<file path="src/rtl/vga_sync_decoder.sv">
// Recovers pixel coordinates and a lock indication from a VGA hs/vs/blank stream.
// Line and frame lengths are measured continuously and compared against the expected active size.
module vga_sync_decoder #(
  parameter int H_ACTIVE = 640,
  parameter int V_ACTIVE = 480,
  parameter bit SYNC_POL = 1'b0
) (
  input  logic        clk,
  input  logic        reset,
  input  logic        hs,
  input  logic        vs,
  input  logic        blank,
  output logic [9:0]  x,
  output logic [9:0]  y,
  output logic        de,
  output logic        new_frame,
  output logic [10:0] h_total,
  output logic [10:0] v_total,
  output logic        locked,
  output logic        err
);

  typedef enum logic [1:0] {SEARCH, MEASURE, LOCKED} state_t;

  localparam logic [10:0] H_ACT   = 11'(H_ACTIVE);
  localparam logic [10:0] V_ACT   = 11'(V_ACTIVE);
  localparam logic [10:0] CNT_MAX = 11'h7FF;

  state_t      state, next_state;
  logic        err_next;
  logic        hs_r, hs_rr, vs_r, vs_rr, blank_r;
  logic        hs_edge, vs_edge;
  logic [10:0] h_cnt, v_cnt, act_cnt, act_lines;
  logic [9:0]  y_cnt;
  logic        meas_bad, meas_ref;

  logic [11:0] len_ext;
  logic [10:0] line_len, frame_lines, frame_vcnt, x_base, act_next;
  logic [9:0]  y_base;
  logic        line_active, line_ok, h_sat, meas_bad_now, lock_viol;

  always_ff @(posedge clk or posedge reset) begin
    if (reset) begin
      hs_r    <= ~SYNC_POL;
      hs_rr   <= ~SYNC_POL;
      vs_r    <= ~SYNC_POL;
      vs_rr   <= ~SYNC_POL;
      blank_r <= 1'b0;
    end else begin
      hs_r    <= hs;
      hs_rr   <= hs_r;
      vs_r    <= vs;
      vs_rr   <= vs_r;
      blank_r <= blank;
    end
  end

  assign hs_edge = (hs_r == SYNC_POL) && (hs_rr != SYNC_POL);
  assign vs_edge = (vs_r == SYNC_POL) && (vs_rr != SYNC_POL);

  // h_cnt counts cycles since the last hs edge, so the closing line is one longer.
  assign len_ext     = {1'b0, h_cnt} + 12'd1;
  assign line_len    = len_ext[11] ? CNT_MAX : len_ext[10:0];
  assign line_active = (act_cnt != 11'd0);
  assign line_ok     = !line_active || (act_cnt == H_ACT);
  assign h_sat       = (h_cnt == CNT_MAX);

  // Totals include an hs edge that lands in the same cycle as the vs edge.
  assign frame_lines = (hs_edge && line_active && act_lines != CNT_MAX) ? act_lines + 11'd1 : act_lines;
  assign frame_vcnt  = (hs_edge && v_cnt != CNT_MAX) ? v_cnt + 11'd1 : v_cnt;

  assign x_base   = hs_edge ? 11'd0 : act_cnt;
  assign act_next = (blank_r && x_base != CNT_MAX) ? x_base + 11'd1 : x_base;
  assign y_base   = vs_edge ? 10'd0 :
                    (hs_edge && line_active && y_cnt != 10'h3FF) ? y_cnt + 10'd1 : y_cnt;

  assign meas_bad_now = meas_bad || h_sat ||
                        (hs_edge && (!line_ok || (meas_ref && line_len != h_total)));
  assign lock_viol    = h_sat ||
                        (hs_edge && (line_len != h_total || !line_ok)) ||
                        (vs_edge && (frame_vcnt != v_total || frame_lines != V_ACT));

  always_ff @(posedge clk or posedge reset) begin
    if (reset) begin
      h_cnt     <= '0;
      v_cnt     <= '0;
      act_cnt   <= '0;
      act_lines <= '0;
      y_cnt     <= '0;
      h_total   <= '0;
      v_total   <= '0;
      x         <= '0;
      y         <= '0;
      de        <= 1'b0;
      new_frame <= 1'b0;
      meas_bad  <= 1'b0;
      meas_ref  <= 1'b0;
    end else begin
      h_cnt     <= hs_edge ? 11'd0 : (h_sat ? h_cnt : h_cnt + 11'd1);
      v_cnt     <= vs_edge ? 11'd0 : frame_vcnt;
      act_lines <= vs_edge ? 11'd0 : frame_lines;
      act_cnt   <= act_next;
      y_cnt     <= y_base;
      if (hs_edge) h_total <= line_len;
      if (vs_edge) v_total <= frame_vcnt;
      x         <= x_base[10] ? 10'h3FF : x_base[9:0];
      y         <= y_base;
      de        <= blank_r;
      new_frame <= vs_edge;
      // The first line closed in MEASURE only sets the reference length.
      if (state != MEASURE) begin
        meas_bad <= 1'b0;
        meas_ref <= 1'b0;
      end else begin
        meas_bad <= meas_bad_now;
        if (hs_edge) meas_ref <= 1'b1;
      end
    end
  end

  always_ff @(posedge clk or posedge reset) begin
    if (reset) begin
      state <= SEARCH;
      err   <= 1'b0;
    end else begin
      state <= next_state;
      err   <= err_next;
    end
  end

  always_comb begin
    next_state = state;
    err_next   = 1'b0;
    case (state)
      SEARCH: begin
        if (vs_edge) next_state = MEASURE;
      end
      MEASURE: begin
        if (vs_edge) begin
          if (!meas_bad_now && frame_lines == V_ACT) begin
            next_state = LOCKED;
          end else begin
            err_next   = 1'b1;
            next_state = SEARCH;
          end
        end
      end
      LOCKED: begin
        if (lock_viol) begin
          err_next   = 1'b1;
          next_state = SEARCH;
        end
      end
      default: next_state = SEARCH;
    endcase
  end

  assign locked = (state == LOCKED);

endmodule
</file>
<file path="config.mk">
export PLATFORM = sky130hd
export DESIGN_NAME = vga_sync_decoder
export DESIGN_NICKNAME = d
export VERILOG_FILES = /design/src/rtl/vga_sync_decoder.sv
export SDC_FILE = /design/constraint.sdc
export NUM_CORES = 1
export LEC_CHECK = 0
export CAP_MARGIN = 5
export CORE_MARGIN = 2
export CORE_UTILIZATION = 37
export DETAILED_ROUTE_END_ITERATION = 6
export GPL_TIMING_DRIVEN = 1
export HOLD_SLACK_MARGIN = 0.02
export PLACE_DENSITY = 0.65
export SKIP_CTS_REPAIR_TIMING = 1
export SYNTH_ARGS = -nofsm -noshare
export SYNTH_HDL_FRONTEND = slang
export SYNTH_SLANG_ARGS = --single-unit
export TNS_END_PERCENT = 20
</file>
<file path="constraint.sdc">
create_clock -name clk -period 3.59 [get_ports clk]
set_input_delay 0.718 -clock clk [delete_from_list [all_inputs] [get_ports clk]]
set_output_delay 0.718 -clock clk [all_outputs]
set_load 0.01 [all_outputs]
</file>
=== Yosys cells after proc, flatten, opt, wreduce, memory -nomap -nowiden ===
Cells that the tools add are included.

* Register bits after elaboration: 98
* Latch bits: 0
* RAM bits: 0
* Memory bits (read-only): 0
* Input bits: 5
* Output and inout port bits: 46
* Memories kept: 0

* $add $sub $neg: 6
* $mul: 0
* Div/mod/pow operators: 0
* Magnitude comparators: 0
* Equality and inequality tests: 17
* Shift operators: 0
* Multiplexer cells: 24
* Bitwise operators: 2
* Reductions and logical operators: 28

{| class="wikitable"
|+ Operator list
! kind !! number
|-
| $mux W11 || 9
|-
| $add A11 B1 Y11 const B || 4
|-
| $ne A11 B11 Y1 const B || 3
|-
| $mux W10 || 3
|-
| $ne A11 B11 Y1 || 2
|-
| $add A11 B1 Y12 const B || 1
|-
| $logic_and A1 B1 Y1 || 12
|-
| $eq A11 B10 Y1 const B || 1
|-
| $eq A11 B11 Y1 const B || 1
|-
| $eq A11 B9 Y1 const B || 1
|-
| $ne A11 B9 Y1 const B || 1
|-
| $reduce_bool A11 Y1 || 1
|-
| $add A10 B1 Y10 const B || 1
|-
| $ne A10 B10 Y1 const B || 1
|-
| $logic_or A1 B1 Y1 || 8
|-
| $mux W2 || 4
|-
| $mux W1 || 6
|-
| $ne A2 B2 Y1 const B || 3
|-
| $pmux W2 S3 || 1
|-
| $ne A2 B1 Y1 const B || 2
|-
| $reduce_bool A2 Y1 || 2
|-
| $logic_not A1 Y1 || 3
|-
| $reduce_and A3 Y1 || 1
|-
| $eq A2 B1 Y1 const B || 1
|-
| 4 further kinds || 5
|}

=== Logic depth before layout (Yosys ltp) ===
Gate-level depths: netlist of the first run.

* Depth in word-level cells: 12
* Depth in mapped cells: 11

=== Worst setup path before layout of the first run ===
Ideal clock, no wire load.

* Path kind: register to register
* Start point: register act_cnt[0]
* End point: register state[1]
* Arrival time: 2.827 ns
* Data required time: 3.514 ns
* Path slack: 0.687 ns
* Cell stages (with the launch flop): 10
* Period minus slack after synthesis: 2.903 ns
* Path through: dfrtp_1 > or4_1 > or4b_1 > a211o_1 > a2111oi_4 > o2111ai_1 > o21ai_2 > o21ai_2 > or4_1 > o21ai_1

* Word-level cells in the longest chain between the ends: 12
* Elaborated cells between the ends (all ways): 26
* Those cells by class: eq/ne: 4; mux: 4; reduce/logical: 18

{| class="wikitable"
|+ RTL lines
! what !! line !! text
|-
| start, declared || 33 || <nowiki>logic [10:0] h_cnt, v_cnt, act_cnt, act_lines;</nowiki>
|-
| start signal, assigned || 102 || <nowiki>act_cnt <= act_next;</nowiki>
|-
| parallel branches: the longest is 12 deep, another holds $reduce_bool A11 Y1 || -- ||
|-
| end signal, assigned || 126 || <nowiki>state <= next_state;</nowiki>
|-
| end, declared || 29 || <nowiki>state_t state, next_state;</nowiki>
|}

Several ways; the timed one is not identified. The select of a mux whose other input is x is not followed.
A chain may end at the register's enable or synchronous reset.

=== Final worst setup path of the first run ===
* Start point: register v_cnt[0]
* End point: register err

* Word-level cells in the longest chain between the ends: 9
* Elaborated cells between the ends (all ways): 10
* Those cells by class: add/sub: 1; eq/ne: 2; mux: 3; reduce/logical: 4

{| class="wikitable"
|+ RTL lines
! what !! line !! text
|-
| start, declared || 33 ||
|-
| start signal, assigned || 100 || <nowiki>v_cnt <= vs_edge ? 11'd0 : frame_vcnt;</nowiki>
|-
| parallel branches: the longest is 2 deep, another holds $add A11 B1 Y11 || -- ||
|-
| $mux W11 (*) || 70 || <nowiki>assign frame_vcnt = (hs_edge && v_cnt != CNT_MAX) ? v_cnt + 11'd1 : v_cnt;</nowiki>
|-
| $ne A11 B11 Y1 (*) || 81 || <nowiki>(vs_edge && (frame_vcnt != v_total || frame_lines != V_ACT));</nowiki>
|-
| $logic_or A1 B1 Y1 (*) || 81 ||
|-
| $logic_and A1 B1 Y1 (*) || 81 ||
|-
| $logic_or A1 B1 Y1 (*) || 80 || <nowiki>(hs_edge && (line_len != h_total || !line_ok)) ||</nowiki>
|-
| $mux W1 (*) || 149 || <nowiki>if (lock_viol) begin</nowiki>
|-
| $pmux W1 S2 (*) || 134 || <nowiki>case (state)</nowiki>
|-
| net err_next || 30 || <nowiki>logic err_next;</nowiki>
|-
| end signal, assigned || 127 || <nowiki>err <= err_next;</nowiki>
|-
| end, declared || 20 || <nowiki>output logic err</nowiki>
|}

Mark *: on every way through the listed nets, which the timed path passes.

==> results of run 1 <==
per-stage QoR:
step                      power (mW)  instances   util  hold WS (ns)
final                           3.03        791  0.447         0.371
after global routing            3.20        791  0.447         0.375
after CTS                       3.06        791  0.447         0.371
after detailed placement        2.05        775  0.425         0.362
after global placement          2.03        775  0.425         0.354
after floorplan                 1.81        565      -         0.351
sequential cells by signal, summed over array words and instances (netlist names), 2 cells and up:
| signal | cells |
|---|---|
| act_cnt | 11 |
| v_cnt | 11 |
| y_cnt | 10 |
| h_total | 11 |
| act_lines | 11 |
| x | 10 |
| h_cnt | 11 |
| state | 2 |
| v_total | 11 |
Yosys cell counts, types with 11 or more instances:
cell type                  count  area, µm²
sky130_fd_sc_hd__nor2_1       96        360
sky130_fd_sc_hd__dfrtp_1      94       2350
sky130_fd_sc_hd__nand2_1      58        218
sky130_fd_sc_hd__o21ai_0      26        130
sky130_fd_sc_hd__xor2_1       26        228
sky130_fd_sc_hd__a21oi_1      25        125
sky130_fd_sc_hd__nand3_1      23        115
sky130_fd_sc_hd__xnor2_1      23        201
sky130_fd_sc_hd__clkbuf_1     21       78.8
sky130_fd_sc_hd__nor3_1       19       95.1
sky130_fd_sc_hd__inv_1        15       56.3
sky130_fd_sc_hd__nand4_1      11       68.8
layout make-up:
| type | instances | area (µm²) |
|---|---|---|
| clock buffer | 10 | 239 |
| fill | 1330 | 7590 |
| sequential | 98 | 2460 |
| inverter | 16 | 62.6 |
| multi-input combinational | 425 | 2520 |
| timing repair buffer | 56 | 558 |
| clock inverter | 6 | 62.6 |
| tap | 180 | 225 |
placed cells by master (no fill, tap or decap), types with 5 or more instances in the layout:
master                            netlist  layout
sky130_fd_sc_hd__a31oi_1                5       5
sky130_fd_sc_hd__o21ai_0               26      26
sky130_fd_sc_hd__inv_1                 15      14
sky130_fd_sc_hd__xor2_1                26      26
sky130_fd_sc_hd__xnor2_1               23      23
sky130_fd_sc_hd__nand2b_1               7       7
sky130_fd_sc_hd__nor3_1                19      19
sky130_fd_sc_hd__ha_1                   8       8
sky130_fd_sc_hd__a21oi_1               25      25
sky130_fd_sc_hd__clkdlybuf4s50_1        0      50
sky130_fd_sc_hd__dfrtp_1               94      94
sky130_fd_sc_hd__and3_1                 8       8
sky130_fd_sc_hd__nand4_1               11      11
sky130_fd_sc_hd__nand2_1               58      58
sky130_fd_sc_hd__nand3_1               23      23
sky130_fd_sc_hd__buf_4                  0       5
sky130_fd_sc_hd__nor2_1                96      96
sky130_fd_sc_hd__and2_1                 7       7
sky130_fd_sc_hd__or3_1                  5       5
sky130_fd_sc_hd__mux2i_1                6       6
sky130_fd_sc_hd__clkbuf_16              0       9
worst register-to-register path, cell delays in order, from the launching register on:
cell	delay, ns
sky130_fd_sc_hd__dfrtp_1	0.50
sky130_fd_sc_hd__ha_1	0.26
sky130_fd_sc_hd__nand3_1	0.18
sky130_fd_sc_hd__or4_4	0.62
sky130_fd_sc_hd__nand3_1	0.10
sky130_fd_sc_hd__o21ai_0	0.08
sky130_fd_sc_hd__nor4_1	0.25
sky130_fd_sc_hd__or4b_1	0.48
sky130_fd_sc_hd__o41ai_2	0.45
sky130_fd_sc_hd__and3_2	0.26
sky130_fd_sc_hd__o22ai_1	0.07
cells by family after synthesis:
| group | count (synthesis) |
|---|---|
| flops | 98 |
| fa+ha+maj | 8 |
| buf+inv | 42 |
| mux | 8 |
| simple gates | 261 |
| compound gates | 99 |
| xor+xnor | 49 |
path summary, 6_finish.rpt:
kind / depth (start not counted) / from / end / slack [ns]
min in group asynchronous: 2 / reset / blank_r / 0.76
worst min register to register: 0 / vs_r / vs_rr / 0.37
max in group asynchronous: 3 / reset / act_cnt[3] / 2.13
worst max-delay path: 10 / v_cnt[0] / err / 0.25
worst max register to register: 10 / v_cnt[0] / err / 0.25
worst min-delay path: 0 / vs_r / vs_rr / 0.37
routing by layer:
layer / GRT usage / wire, µm
met1: 0.229 / 5450
met2: 0.274 / 5630
met3: 0.0496 / 660
met4: 0.0546 / 182
met5: 0 / 0
report_power, final:
group	switching [mW]	internal [mW]	total [mW]
Sequential	0.154	1.22	1.38
Combinational	0.348	0.315	0.663
Clock	0.429	0.560	0.989
==> flow_summary.rst, run 1 <==
.. list-table::
   :header-rows: 1

   * - Metric
     - Value
   * - Area after detailed placement
     - 5830 µm²
   * - Largest voltage drop on the vdd net
     - around 0.27 mV
   * - RSZ-0062 raised after global routing
     - no
   * - Cell with the biggest individual delay on the critical path
     - sky130_fd_sc_hd__or4_4
   * - Actual slew at the worst max-slew pin
     - 0.742 ns
   * - Share of the synthesized netlist area taken by xor and xnor gates
     - 0.0834
   * - Dominant combinational cell family by area after synthesis
     - simple AND/OR/NAND/NOR gates
   * - Layout Skew
     - approximately 0.0086 ns
   * - Yosys cell types
     - 67
   * - Summed negative setup slack over all endpoints
     - 0 ns
   * - Largest fanout of any net on the critical path
     - 9
   * - Clock transition at the registers of the reported paths
     - 0.07 ns
   * - Clock period minus worst slack
     - between 3 and 4 ns
   * - Aggregate global routing overflow
     - 0
   * - CP dominant cell by count
     - sky130_fd_sc_hd__nand3_1
   * - Portion of netlist area occupied by mux cells
     - 0.0160
   * - Endpoint kind of the worst setup timing path
     - flip-flop
   * - Overall die width
     - 122 µm
   * - PortBufs
     - 50
   * - Number of global-route vias before repair
     - between 4,000 and 5,000
   * - Total buffers and inverters traversed by the critical path
     - 0
   * - Lkg Pwr
     - about 2.6 nW
   * - Antenna violations before repair
     - 0
   * - Synth Area in Compound Gates
     - 0.130
   * - First-pass GRT wire length
     - about 20 mm
   * - Placed wire-length estimate
     - between 8 and 9 mm
   * - Die outline area
     - roughly 15,000 µm²
   * - Count of standard-cell rows
     - 43
   * - Total via count in the routed design
     - approximately 4,200
   * - Top FF cell, synth
     - sky130_fd_sc_hd__dfrtp_1
   * - Type of the tightest min-delay check
     - flip-flop to flip-flop
   * - Clock tree from TritonCTS
     - built
   * - Die height
     - ~120 µm
   * - Largest net degree at the start of global routing
     - 57
   * - Power per unit of standard cell area
     - ~490 nW/µm²
   * - Slew Limit Fails
     - 0
   * - Clock insertion delay at the later pin of the skew report
     - roughly 0.36 ns
   * - Number of nets with antenna violations after detailed routing
     - 0
   * - Yosys warning count
     - 0
   * - Post-route DRC violation count
     - 0
   * - Critical path class
     - flip-flop to flip-flop
   * - Total Routed Length
     - 11.9 mm
   * - Final setup viols
     - 0
   * - Crit path max-delay family
     - simple AND/OR/NAND/NOR gates
   * - Global placement routability congestion
     - 0.950
   * - Average detailed-routed wire length per instance
     - roughly 15 µm
   * - Area overhead of the layout relative to synthesis
     - 19.1%
   * - Run status
     - finished, final reports clean
   * - Synth Cell Area
     - ~5000 µm²
   * - Final critical-path share of the clock period
     - 0.931
   * - Starting DRT DRC Count
     - 517
   * - PnR worst setup slack
     - around 0.25 ns
   * - Fraction of final layout cells with drive strength greater than 1
     - 0.0687
   * - Dpl ws
     - around 0.31 ns
   * - Number of search-and-repair iterations in the first detailed-routing pass
     - 5
   * - Number of flip-flops and latches in the synthesized netlist
     - 98
   * - Diode insertion count for antenna repair
     - 0
   * - Initial core utilization
     - 0.375
   * - Slew headroom
     - 0.502
   * - Number of nets produced by synthesis
     - roughly 580
   * - Layout Cell Area excl Fill
     - 6130 µm²
   * - Num ports
     - approximately 50
   * - Number of sinks driven by the clock tree
     - between 90 and 100
   * - Core Box Area
     - roughly 14,000 µm²
   * - Startpoint types
     - flip-flop
   * - Worst EP required
     - roughly 3.8 ns
   * - Data arrival time at the worst-slack endpoint
     - 3.58 ns
   * - Instance count of the mapped netlist
     - 565
   * - CP cell instances
     - ha_1 > nand3_1 > or4_4 > nand3_1 > o21ai_0 > nor4_1 > or4b_1 > o41ai_2 > and3_2 > o22ai_1
   * - Via-to-Cell Ratio
     - around 5.4
   * - Sequential-to-total area share from yosys stat
     - 0.477
   * - Hold violation total from the final report
     - 0
   * - Number of buffers between clock root and the deepest sink
     - 2
   * - Total Routing Usage GR
     - 0.173
   * - EDFF count, synth
     - 0
   * - Post-synthesis area per instance
     - 9.11 µm²
   * - TritonCTS buffer count
     - 9
   * - Final Net Count
     - about 620
   * - CTS H-Tree Depth
     - 3
   * - Adder and majority gate portion of the synthesized area
     - 0.0194
   * - Post-synthesis share of cell area spent on and, or, nand and nor gates
     - 0.241
   * - Reported max-cap violation count
     - 0
   * - Max incr delay on CP
     - about 0.62 ns
   * - Fraction of registers with async set/reset
     - 1.00
   * - Maximum operating frequency
     - approximately 300 MHz
   * - Clock root buffer
     - sky130_fd_sc_hd__clkbuf_16
Power figures use the tool's default switching activity.
==> run 2, diff against run 1 <==
--- a/config.mk
+++ b/config.mk
@@ -7,11 +7,11 @@
 export LEC_CHECK = 0
 export CAP_MARGIN = 5
 export CORE_MARGIN = 2
-export CORE_UTILIZATION = 37
+export CORE_UTILIZATION = 57
 export DETAILED_ROUTE_END_ITERATION = 6
 export GPL_TIMING_DRIVEN = 1
 export HOLD_SLACK_MARGIN = 0.02
-export PLACE_DENSITY = 0.65
+export PLACE_DENSITY = 0.89
 export SKIP_CTS_REPAIR_TIMING = 1
 export SYNTH_ARGS = -nofsm -noshare
 export SYNTH_HDL_FRONTEND = slang
==> flow_summary.rst, run 2 (synthesized netlist as in run 1, its figures left out) <==
.. list-table::
   :header-rows: 1

   * - Metric
     - Value
   * - Clock insertion delay at the later pin of the skew report
     - 0.36 ns (about the same)
   * - Layout Cell Area excl Fill
     - 5970 µm² (-2.6%)
   * - First-pass GRT wire length
     - 20.2 mm (-1.6%)
   * - Switching power total
     - 0.878 mW (-5.7%)
   * - Num ports
     - 51 (unchanged)
   * - Portion of total power attributed to the clock network
     - 0.276 (-0.051)
   * - Endpoint kind of the worst setup timing path
     - flip-flop
   * - Total Routed Length
     - 11.8 mm (-1.2%)
   * - PortBufs
     - 50 (unchanged)
   * - Total Routing Usage GR
     - 0.251 (+0.0781)
   * - Number of search-and-repair iterations in the first detailed-routing pass
     - 5 (unchanged)
   * - Worst EP required
     - 3.83 ns (about the same)
   * - Final critical-path share of the clock period
     - 0.927 (-0.00382)
   * - Number of nets with antenna violations after detailed routing
     - 0 (unchanged)
   * - Hold violation total from the final report
     - 0 (unchanged)
   * - Part of the power in combinational logic
     - 0.237 (+0.018)
   * - Diode insertion count for antenna repair
     - 0 (unchanged)
   * - Final Non-Filler Cells
     - 721 (-8.8%)
   * - Starting DRT DRC Count
     - 424 (-18%)
   * - Type of the tightest min-delay check
     - flip-flop to flip-flop
   * - Power per unit of standard cell area
     - 473 nW/µm² (-4.3%)
   * - Clock tree from TritonCTS
     - built
   * - Clock root buffer
     - sky130_fd_sc_hd__clkbuf_8
   * - Run status
     - finished, final reports clean
   * - Area overhead of the layout relative to synthesis
     - 16.0%
   * - Placed wire-length estimate
     - 8.03 mm (-3.6%)
   * - Sequential share of power
     - 0.487 (+0.032)
   * - Total via count in the routed design
     - 4,442 (+4.9%)
   * - TritonCTS buffer count
     - 9 (unchanged)
   * - Actual slew at the worst max-slew pin
     - 0.898 ns (+0.156 ns)
   * - Initial core utilization
     - 0.590 (+0.215)
   * - Most frequent cells in the layout
     - sky130_fd_sc_hd__nor2_1 (96), sky130_fd_sc_hd__dfrtp_1 (94), sky130_fd_sc_hd__nand2_1 (58)
   * - CTS H-Tree Depth
     - 3 (unchanged)
   * - Final total power
     - 2.83 mW (-6.8%)
   * - Post-route DRC violation count
     - 0 (unchanged)
   * - Die outline area
     - 9810 µm² (-34%)
   * - Largest fanout of any net on the critical path
     - 9 (unchanged)
   * - Critical path class
     - flip-flop to flip-flop
   * - Final setup viols
     - 0 (unchanged)
   * - Reported max-cap violation count
     - 0 (unchanged)
   * - Global placement routability congestion
     - 0.931 (-2.1%)
   * - Summed negative setup slack over all endpoints
     - 0 ns (unchanged)
   * - Core Util, Final
     - 0.685 (+0.238)
   * - Die height
     - 99.0 µm (-19%)
   * - Maximum operating frequency
     - 300 MHz (+0.41%)
   * - Slew Limit Fails
     - 0 (unchanged)
   * - Overall die width
     - 99.0 µm (-19%)
   * - Number of placed instances with taps included
     - 705 (-9.0%)
   * - Core Box Area
     - 8720 µm² (-36%)
   * - Startpoint types
     - flip-flop
   * - Largest net degree at the start of global routing
     - 74 (+30%)
   * - Average detailed-routed wire length per instance
     - 16.3 µm (+8.4%)
   * - Aggregate global routing overflow
     - 0 (unchanged)
   * - Number of global-route vias before repair
     - 4,294 (+2.3%)
   * - Clock transition at the registers of the reported paths
     - 0.09 ns (+0.02 ns)
   * - Most common cell after layout, fill and taps aside
     - sky130_fd_sc_hd__nor2_1
   * - Number of buffers between clock root and the deepest sink
     - 2 (unchanged)
   * - Count of standard-cell rows
     - 34 (-21%)
   * - RSZ-0062 raised after global routing
     - no
   * - Area after detailed placement
     - 5740 µm² (-1.5%)
   * - Fraction of final layout cells with drive strength greater than 1
     - 0.0701 (+0.00141)
   * - Slew headroom
     - 0.401 (-0.101)
   * - Number of sinks driven by the clock tree
     - 98 (unchanged)
   * - Largest voltage drop on the vdd net
     - 0.234 mV (-14%)
   * - Layout Skew
     - 0.00831 ns (-0.000320 ns)
   * - Via-to-Cell Ratio
     - 6.16 (+15%)
   * - Lkg Pwr
     - 2.55 nW (-1.4%)
   * - Switching power as a share of total power
     - 0.311 (+0.00333)
   * - Clock period minus worst slack
     - 3.33 ns (-0.0137 ns)
   * - Final Net Count
     - 621 (+0.32%)
   * - Data arrival time at the worst-slack endpoint
     - 3.57 ns (about the same)
   * - Antenna violations before repair
     - 0 (unchanged)
   * - Cell internal power dissipation
     - 1.95 mW (-7.2%)
==> run 2: power groups by stage <==
stage	sequential, mW	combinational (mW)	clock [mW]
after floorplan	1.37	0.441	0
after global placement	1.38	0.632	0
after detailed placement	1.39	0.657	0
after CTS	1.37	0.667	0.792
after global routing	1.39	0.745	0.834
final	1.38	0.670	0.779
==> run 2: stage by stage <==
step           worst slack [ns]  hold WS, ns
3_3_place_gp              0.443        0.354
2_1_floorplan             0.317        0.351
6_report                  0.261        0.366
5_1_grt                  0.0573        0.374
4_1_cts                   0.296        0.363
3_5_place_dp              0.325        0.357
==> run 2: per-layer routing <==
layer | GRT usage | up-vias | part of all wire
li1 | - | 2047 | -
met1 | 0.343 | 2165 | 0.43
met2 | 0.401 | 201 | 0.48
met3 | 0.0482 | 29 | 0.067
met4 | 0.0906 | 0 | 0.020
met5 | 0 | - | 0
==> run 2: worst paths after layout <==
kind	slack, ns	depth (start not counted)	end	startpoint
max in group asynchronous	1.96	3	h_total[3]	reset
worst max-delay path	0.26	10	err	v_cnt[0]
worst min register to register	0.37	0	vs_rr	vs_r
worst min-delay path	0.37	0	vs_rr	vs_r
worst max register to register	0.26	10	err	v_cnt[0]
min in group asynchronous	0.88	2	y_cnt[4]	reset
==> run 2: layout make-up <==
| class | instances | area, µm² |
|---|---|---|
| Clock inverter | 5 | 77.6 |
| Tap cell | 108 | 135 |
| Inverter | 16 | 62.6 |
| Fill cell | 654 | 2750 |
| Timing Repair Buffer | 58 | 561 |
| Clock buffer | 11 | 141 |
| Sequential cell | 98 | 2460 |
| Multi-Input combinational cell | 425 | 2540 |
==> run 2: critical path, cell delays in order (launching register included) <==
cell and delay [ns]:
sky130_fd_sc_hd__dfrtp_1 0.50, sky130_fd_sc_hd__ha_1 0.25, sky130_fd_sc_hd__nand3_1 0.18, sky130_fd_sc_hd__or4_4 0.62, sky130_fd_sc_hd__and3_1 0.21, sky130_fd_sc_hd__o21ai_1 0.13, sky130_fd_sc_hd__o21ai_0 0.09, sky130_fd_sc_hd__or4b_1 0.53
sky130_fd_sc_hd__o41ai_4 0.41, sky130_fd_sc_hd__and3_2 0.23, sky130_fd_sc_hd__o22ai_1 0.06
